## config.mk

```make
export PLATFORM = sky130hd
export DESIGN_NAME = des_key_dispatch_flat
export DESIGN_NICKNAME = d
export VERILOG_FILES = /design/src/rtl/des_key_dispatch_if.sv /design/src/rtl/des_key_dispatch.sv /design/src/flat_wrapper.sv
export SDC_FILE = /design/constraint.sdc
export NUM_CORES = 2
export LEC_CHECK = 0
export BUFFER_PORTS_ARGS = -buffer_cell sky130_fd_sc_hd__buf_2
export CORE_AREA = 2 2 482 484
export CTS_BUF_LIST = sky130_fd_sc_hd__clkbuf_8
export CTS_CLUSTER_DIAMETER = 60
export DETAILED_ROUTE_END_ITERATION = 16
export DIE_AREA = 0 0 484 486
export GPL_TIMING_DRIVEN = 0
export SYNTH_ARGS = -nofsm -noshare
export SYNTH_HDL_FRONTEND = slang
export SYNTH_SLANG_ARGS = --single-unit
```

## constraint.sdc

```tcl
create_clock -name clk -period 103.8 [get_ports clk]
set_clock_uncertainty 0.1 [all_clocks]
set_input_delay 20.76 -clock clk [delete_from_list [all_inputs] [get_ports clk]]
set_output_delay 20.76 -clock clk [all_outputs]
set_load 0.05 [all_outputs]
```

## src/rtl/des_key_dispatch_if.sv

```systemverilog
// des_key_dispatch_if: bus between the search controller / engines and the key dispatcher.
// master: start, key_base, key_limit, eng_busy, eng_found. slave: load, key_out, result_sel, active, done, found.
interface des_key_dispatch_if #(
   parameter int N_ENG = 16,
   parameter int KEY_W = 64
);
   logic                         start;
   logic [KEY_W-1:0]             key_base;
   logic [KEY_W-1:0]             key_limit;
   logic [N_ENG-1:0]             eng_busy;
   logic [N_ENG-1:0]             eng_found;
   logic [N_ENG-1:0]             load;
   logic [N_ENG-1:0][KEY_W-1:0]  key_out;
   logic [N_ENG-1:0]             result_sel;
   logic                         active;
   logic                         done;
   logic                         found;

   modport master (
      output start, key_base, key_limit, eng_busy, eng_found,
      input  load, key_out, result_sel, active, done, found
   );

   modport slave (
      input  start, key_base, key_limit, eng_busy, eng_found,
      output load, key_out, result_sel, active, done, found
   );
endinterface

```

## src/rtl/des_key_dispatch.sv

```systemverilog
// des_key_dispatch: walks [key_base, key_limit] handing one key per cycle to free DES engines.
// Ports: clk, reset (async, active-high), bus (slave side of des_key_dispatch_if).
module des_key_dispatch #(
   parameter int N_ENG = 16,
   parameter int KEY_W = 64
) (
   input  logic            clk,
   input  logic            reset,
   des_key_dispatch_if.slave bus
);

   typedef enum logic [2:0] {
      IDLE,
      DISPATCH,
      DRAIN,
      FOUND,
      EXHAUSTED
   } state_t;

   state_t                      state;
   state_t                      state_nx;
   logic [N_ENG-1:0]            ptr;
   logic [N_ENG-1:0]            load_q;
   logic [N_ENG-1:0]            sel_q;
   logic [N_ENG-1:0][KEY_W-1:0] key_q;
   logic [KEY_W-1:0]            next_key;
   logic [KEY_W-1:0]            limit_q;
   logic [N_ENG-1:0]            first_found;
   logic                        go;
   logic                        hit;
   logic                        issue;
   logic                        last;
   logic                        drained;

   // isolate lowest set bit: fixed priority to engine 0
   assign first_found = bus.eng_found & (~bus.eng_found + N_ENG'(1));

   assign go = bus.start &&
               (state == IDLE || state == FOUND || state == EXHAUSTED);
   assign hit = (state == DISPATCH || state == DRAIN) && (|bus.eng_found);
   assign issue = (state == DISPATCH) && !hit && !(|(bus.eng_busy & ptr));
   assign last = issue && (next_key == limit_q);
   // a load still on the wire means that engine has not yet raised busy
   assign drained = (bus.eng_busy == '0) && (load_q == '0);

   always_ff @(posedge clk or posedge reset) begin
      if (reset) state <= IDLE;
      else       state <= state_nx;
   end

   always_comb begin
      state_nx = state;
      unique case (state)
         IDLE, FOUND, EXHAUSTED: begin
            if (bus.start)
               state_nx = (bus.key_base <= bus.key_limit) ? DISPATCH : EXHAUSTED;
         end
         DISPATCH: begin
            if (hit)       state_nx = FOUND;
            else if (last) state_nx = DRAIN;
         end
         DRAIN: begin
            if (hit)          state_nx = FOUND;
            else if (drained) state_nx = EXHAUSTED;
         end
         default: state_nx = IDLE;
      endcase
   end

   always_comb begin
      bus.active = 1'b0;
      bus.done   = 1'b0;
      bus.found  = 1'b0;
      unique case (state)
         DISPATCH, DRAIN: bus.active = 1'b1;
         FOUND: begin
            bus.done  = 1'b1;
            bus.found = 1'b1;
         end
         EXHAUSTED: bus.done = 1'b1;
         default: ;
      endcase
   end

   always_ff @(posedge clk or posedge reset) begin
      if (reset) begin
         ptr      <= N_ENG'(1);
         load_q   <= '0;
         sel_q    <= '0;
         key_q    <= '0;
         next_key <= '0;
         limit_q  <= '0;
      end else begin
         load_q <= issue ? ptr : '0;
         for (int i = 0; i < N_ENG; i++)
            if (issue && ptr[i]) key_q[i] <= next_key;
         // on the last key the increment is dropped so the range never wraps
         if (issue && !last) next_key <= next_key + KEY_W'(1);
         if (state == DISPATCH) ptr <= {ptr[N_ENG-2:0], ptr[N_ENG-1]};
         if (go) begin
            next_key <= bus.key_base;
            limit_q  <= bus.key_limit;
            sel_q    <= '0;
         end
         if (hit) sel_q <= first_found;
      end
   end

   assign bus.load       = load_q;
   assign bus.key_out    = key_q;
   assign bus.result_sel = sel_q;

endmodule

```

## src/flat_wrapper.sv

```systemverilog
// flat-port wrapper written by rule: the top's interface ports become plain ports
module des_key_dispatch_flat 
#(
   parameter int N_ENG = 16,
   parameter int KEY_W = 64
)
  (clk, reset, bus_start, bus_key_base, bus_key_limit, bus_eng_busy, bus_eng_found, bus_load, bus_key_out, bus_result_sel, bus_active, bus_done, bus_found);
  des_key_dispatch_if #(.N_ENG(N_ENG), .KEY_W(KEY_W)) bus_i ();
  input  logic clk;
  input  logic reset;
  input wire logic [$bits(bus_i.start)-1:0] bus_start;
  input wire logic [$bits(bus_i.key_base)-1:0] bus_key_base;
  input wire logic [$bits(bus_i.key_limit)-1:0] bus_key_limit;
  input wire logic [$bits(bus_i.eng_busy)-1:0] bus_eng_busy;
  input wire logic [$bits(bus_i.eng_found)-1:0] bus_eng_found;
  output wire logic [$bits(bus_i.load)-1:0] bus_load;
  output wire logic [$bits(bus_i.key_out)-1:0] bus_key_out;
  output wire logic [$bits(bus_i.result_sel)-1:0] bus_result_sel;
  output wire logic [$bits(bus_i.active)-1:0] bus_active;
  output wire logic [$bits(bus_i.done)-1:0] bus_done;
  output wire logic [$bits(bus_i.found)-1:0] bus_found;
  assign bus_i.start = bus_start;
  assign bus_i.key_base = bus_key_base;
  assign bus_i.key_limit = bus_key_limit;
  assign bus_i.eng_busy = bus_eng_busy;
  assign bus_i.eng_found = bus_eng_found;
  assign bus_load = bus_i.load;
  assign bus_key_out = bus_i.key_out;
  assign bus_result_sel = bus_i.result_sel;
  assign bus_active = bus_i.active;
  assign bus_done = bus_i.done;
  assign bus_found = bus_i.found;
  des_key_dispatch #(.N_ENG(N_ENG), .KEY_W(KEY_W)) u_core (.clk(clk), .reset(reset), .bus(bus_i));
endmodule
```

Word level (Yosys, flattened, before mapping):

Cells that the tools add are included.

* register bits after elaboration: 1203
* output and inout bits: 1059
* logic and storage cells: 91
* memories kept: 0
* bits in writable memories: 0
* bits in read-only memories: 0
* latch bits: 0

* div/mod/pow operators: 0
* $add $sub $neg: 2
* $mul: 0
* mux-type cells: 15
* magnitude comparators: 1
* reduce and logical (&&, ||, !) cells: 40
* bitwise logic cells: 3
* equality and inequality tests: 8
* shifts and indexed selects: 0

Operator list (count)
* $mux 64: 2
* $add 64x1->64 const B: 1
* $eq 64x64->1: 1
* $le 64x64->1: 1
* $mux 16: 3
* $and 16x16->16: 2
* $logic_not 16->1: 2
* $reduce_or 16->1: 2
* $logic_and 1x1->1: 23
* $mux 3: 6
* $add 16x1->16 const B: 1
* $not 16->16: 1
* $pmux 3 s3: 1
* $eq 3x2->1 const B: 2
* $ne 3x1->1 const B: 2
* $reduce_bool 2->1: 2
* $reduce_or 2->1: 2
* $eq 3x1->1 const B: 1
* $eq 3x3->1 const B: 1
* $logic_not 1->1: 3
* $logic_not 3->1: 1
* $logic_or 1x1->1: 3
* $mux 1: 3
* $reduce_and 3->1: 1
* other kinds (2): 2

Depth between registers and ports, before layout:

* depth in word-level cells: 11
* depth in mapped cells: 10
* mapped depth without buffers: 10

Worst setup path before layout:

Ideal clock, no wire load.

* kind: in2reg
* start point: input port bus_eng_found[1]
* end point: register u_core.next_key[53]
* data arrival time: 22.801 ns
* slack: 80.772 ns
* library setup time: 0.127 ns
* path buffers: 1
* data required time: 103.573 ns
* cell stages on the path: 9
* path through: or3_4 > nor4_4 > and3_2 > nand3_4 > nor4b_4 > buf_4 > nand3_1 > mux2i_1 > nand3_1

* cells in the longest elaborated chain, start to end: 9

Ends and longest elaborated chain
* from (decl): line flat_wrapper.sv:15 `input wire logic [$bits(bus_i.eng_found)-1:0] bus_eng_found;`
* $reduce_or 16->1 (*): line des_key_dispatch.sv:40 `assign hit = (state == DISPATCH || state == DRAIN) && (|bus.eng_found);`
* $logic_and 1x1->1 (*): line des_key_dispatch.sv:40
* $logic_not 1->1 (*): line des_key_dispatch.sv:41 `assign issue = (state == DISPATCH) && !hit && !(|(bus.eng_busy & ptr));`
* $logic_and 1x1->1 (*) (2 in series): line des_key_dispatch.sv:41
* $logic_and 1x1->1: line des_key_dispatch.sv:42 `assign last = issue && (next_key == limit_q);`
* $logic_not 1->1: line des_key_dispatch.sv:98 `if (issue && !last) next_key <= next_key + KEY_W'(1);`
* $logic_and 1x1->1 (*): line des_key_dispatch.sv:98
* $reduce_bool 2->1 (no line) (*)
* to (signal assigned): line des_key_dispatch.sv:98
* to (signal assigned): line des_key_dispatch.sv:101 `next_key <= bus.key_base;`
* to (decl): line des_key_dispatch.sv:26 `logic [KEY_W-1:0] next_key;`

Every way passes the cells marked *; elsewhere a longest branch is shown, timed or not.
A chain may end at the register's enable or synchronous reset.

Worst setup path after layout:

* start point: register u_core.state[1]
* end point: output port bus_active

* cells in the longest elaborated chain, start to end: 3

Ends and longest elaborated chain
* from (decl): line des_key_dispatch.sv:20 `state_t state;`
* from (signal assigned): line des_key_dispatch.sv:48 `else state <= state_nx;`
* $eq 3x1->1 / $eq 3x2->1 (equally long branches): line des_key_dispatch.sv:74 `unique case (state)`
* $reduce_or 2->1 (*): line des_key_dispatch.sv:74
* $mux 1 (*): line des_key_dispatch.sv:74
* to (decl): line flat_wrapper.sv:19 `output wire logic [$bits(bus_i.active)-1:0] bus_active;`

Marked as above.

==> summary.txt <==
max-cap viol count = 0
remaining antenna violation count after routing = 0
Area growth, synth to finish = 31.9%
VDD IR max = 0.0143 mV
Die Width = 484 um
nets = 5244
cts bufs inserted = 212
Post-synth top cells = dfrtp_1 (1202), mux2_2 (918), nand2_1 (309), o21ai_0 (253), clkbuf_1 (209)
Iteration-0 DRC Markers = 2095
Initial Utilization = 0.210
core area = 229000 um^2
RSZ-0062 raised after global routing = false
pin count of the biggest net entering global routing = 136
Wirelength per Cell = 27.3 um
layout cell share with drive strength beyond 1 = 0.498
Pwr Total = 1280 uW
drt first pass iters = 6
all-layer global routing usage = 0.186
main area contributors after synthesis = dfrtp_1 (62%), mux2_2 (21%), o21ai_0 (2.6%), nand2_1 (2.4%), xor2_1 (1.8%)
grt met3 use = 0.0519
chip height = 486 um
final hold vios = 0
postcts setup bufs = 0
M1 GR Usage = 0.214
ys flop type = dfrtp_1
post-DP HPWL = 176 mm
met2 Use GR = 0.308
Final period util = 0.227
Num Clock Sinks = 1203
die area = 235000 um^2
# DRC = 0
Mapped Avg Cell Area = 13.6 um^2
global-route wire length before repair = 305 mm
hold-critical path depth = 2
Setup crit end kind = output pin
Syn Std Cell Area = 48200 um^2
Seq cells post-synth = 1203
Clock Pin Slew Worst Setup and Hold Paths = 0.06 ns
row cnt = 176
Root Driver = clkbuf_8
P_leak = 0.0350 uW
PortBufs = 1221
CTS tree = done
Reg2Reg Depth = 10
asr flop ratio synth = 1.00
initial antenna violation count = 149
Vias = 36300
crit-path max FO = 6
outcome = complete, no violations
CTS Hold Buffers Added = 0
Reg2Reg Capture Point = u_core.next_key[60]
clock latency on the worst-skew pair = 0.95 ns
synth unique cells = 59
Required @ worst endpoint = 82.94 ns
Worst setup SP type = register
kind of critical path = register to output pin
global route hottest layer = met2
Seq/Total Area, Yosys = 0.625
PostCTS Resize Cnt = 0
share of the synthesized area in the top cell type = 0.624
clock buffer depth = 3
fin crit period = 23.59 ns
Post-Synthesis Cells = 3556
Syn. warnings = 0
final wirelength = 226 mm
flop2flop setup slack = 99.41 ns
slew of the pin with the lowest slew margin = 1.42 ns
endpoints failing setup = 0
Hold Path Class = register to register
Synth area leader = dfrtp_1
max_slew headroom = 0.0543
I/O pin total = 1222
H-tree levels = 4
total gr overflow = 0
vias in the first global route = 37300
f_max = 42.4 MHz
Final Slew Violations = 0
GPL Wtd Cong = 0.894
HP Start = u_core.bus.key_out[202]
P per Cell Area = 20.1 nW/um^2
crit path DAT = 2.73 ns
reg2reg start = u_core.next_key[63]
EDFF count, synth = 0
vias per cell = 4.37
final setup TNS = 0 ns
most frequent cell after synthesis = dfrtp_1
Synth Net Count = 3784
Worst Hold Path EP = u_core.bus.key_out[202]
critical path, stage by stage (launching register included):
cell      delay, ns
dfrtp_1        0.41
nand2b_1       0.19
a21oi_2        0.74
buf_2          0.44
area by class of cell:
class | instances | area, um^2
sequential | 1203 | 30100
tap | 3026 | 3790
clock buffer | 258 | 3550
timing repair buffer | 1246 | 6680
fill | 23900 | 166000
inverter | 101 | 387
buffer | 274 | 1130
multi-input combinational | 1978 | 16600
antenna | 85 | 213
clock inverter | 127 | 1100
flip-flops by register name (all words and copies together), names as in the netlist:
name	count
u_core.bus.key_out	1024
u_core.limit_q	64
u_core.next_key	64
u_core.bus.load	16
u_core.bus.result_sel	16
u_core.ptr	16
u_core.state	3
metal layers:
metal | wire length, um | up-vias
met3 | 16700 | 499
met5 | 69 | -
met4 | 11200 | 10
met2 | 111000 | 1801
met1 | 87600 | 18600
li1 | - | 15400
stage by stage:
stage          instances  instance area (um^2)  worst slack [ns]  hold slack [ns]   util
2_1_floorplan       3556                 48200             49.05            0.365      -
3_3_place_gp        7803                 58100             36.62            0.357  0.253
3_5_place_dp        7827                 58700             79.12            0.367  0.256
4_1_cts             8212                 63400             80.02            0.378  0.276
5_1_grt             8266                 63500             80.03            0.396  0.277
6_report            8298                 63600             80.21            0.377  0.277
worst max path at each step:
stage                     start                      end  cells past startpoint
5_1_grt         u_core.state[1]               bus_active                      3
2_1_floorplan             reset    u_core.bus.key_out[0]                      1
3_3_place_gp              reset  u_core.bus.key_out[548]                      2
3_5_place_dp   bus_eng_found[1]  u_core.bus.key_out[218]                     10
4_1_cts         u_core.state[1]               bus_active                      3
6_report        u_core.state[1]               bus_active                      3
cell usage in the layout, fill, tap and decap left out, types with 43 or more instances in the layout:
master,synthesis,layout
nand2_1,309,293
buf_2,57,1278
clkbuf_1,209,201
o21ai_0,253,253
nand4_1,43,43
diode_2,0,85
mux2_2,918,918
clkbuf_8,0,258
inv_1,100,169
ha_1,65,65
nand3_1,48,48
dfrtp_1,1202,1202
xor2_1,100,100
where the power goes:
group          internal (uW)  switching (uW)
Sequential               495            18.3
Combinational           52.5             237
Clock                    259             216
Total                    806             471
cell families (layout without fill, tap and decap cells):
kind of cell,after synthesis,after routing,synth area share
adders and majority gates,65,65,0.0169
other,0,85,0
and+or+nand+nor,541,541,0.0535
xor gates and xnor gates,118,118,0.0214
muxes,921,921,0.215
buffers and inverters,375,2006,0.0310
AOI/OAI and AO/OA,333,333,0.0374
DFF,1203,1203,0.625
No activity file was read; power rests on OpenSTA's default activity.
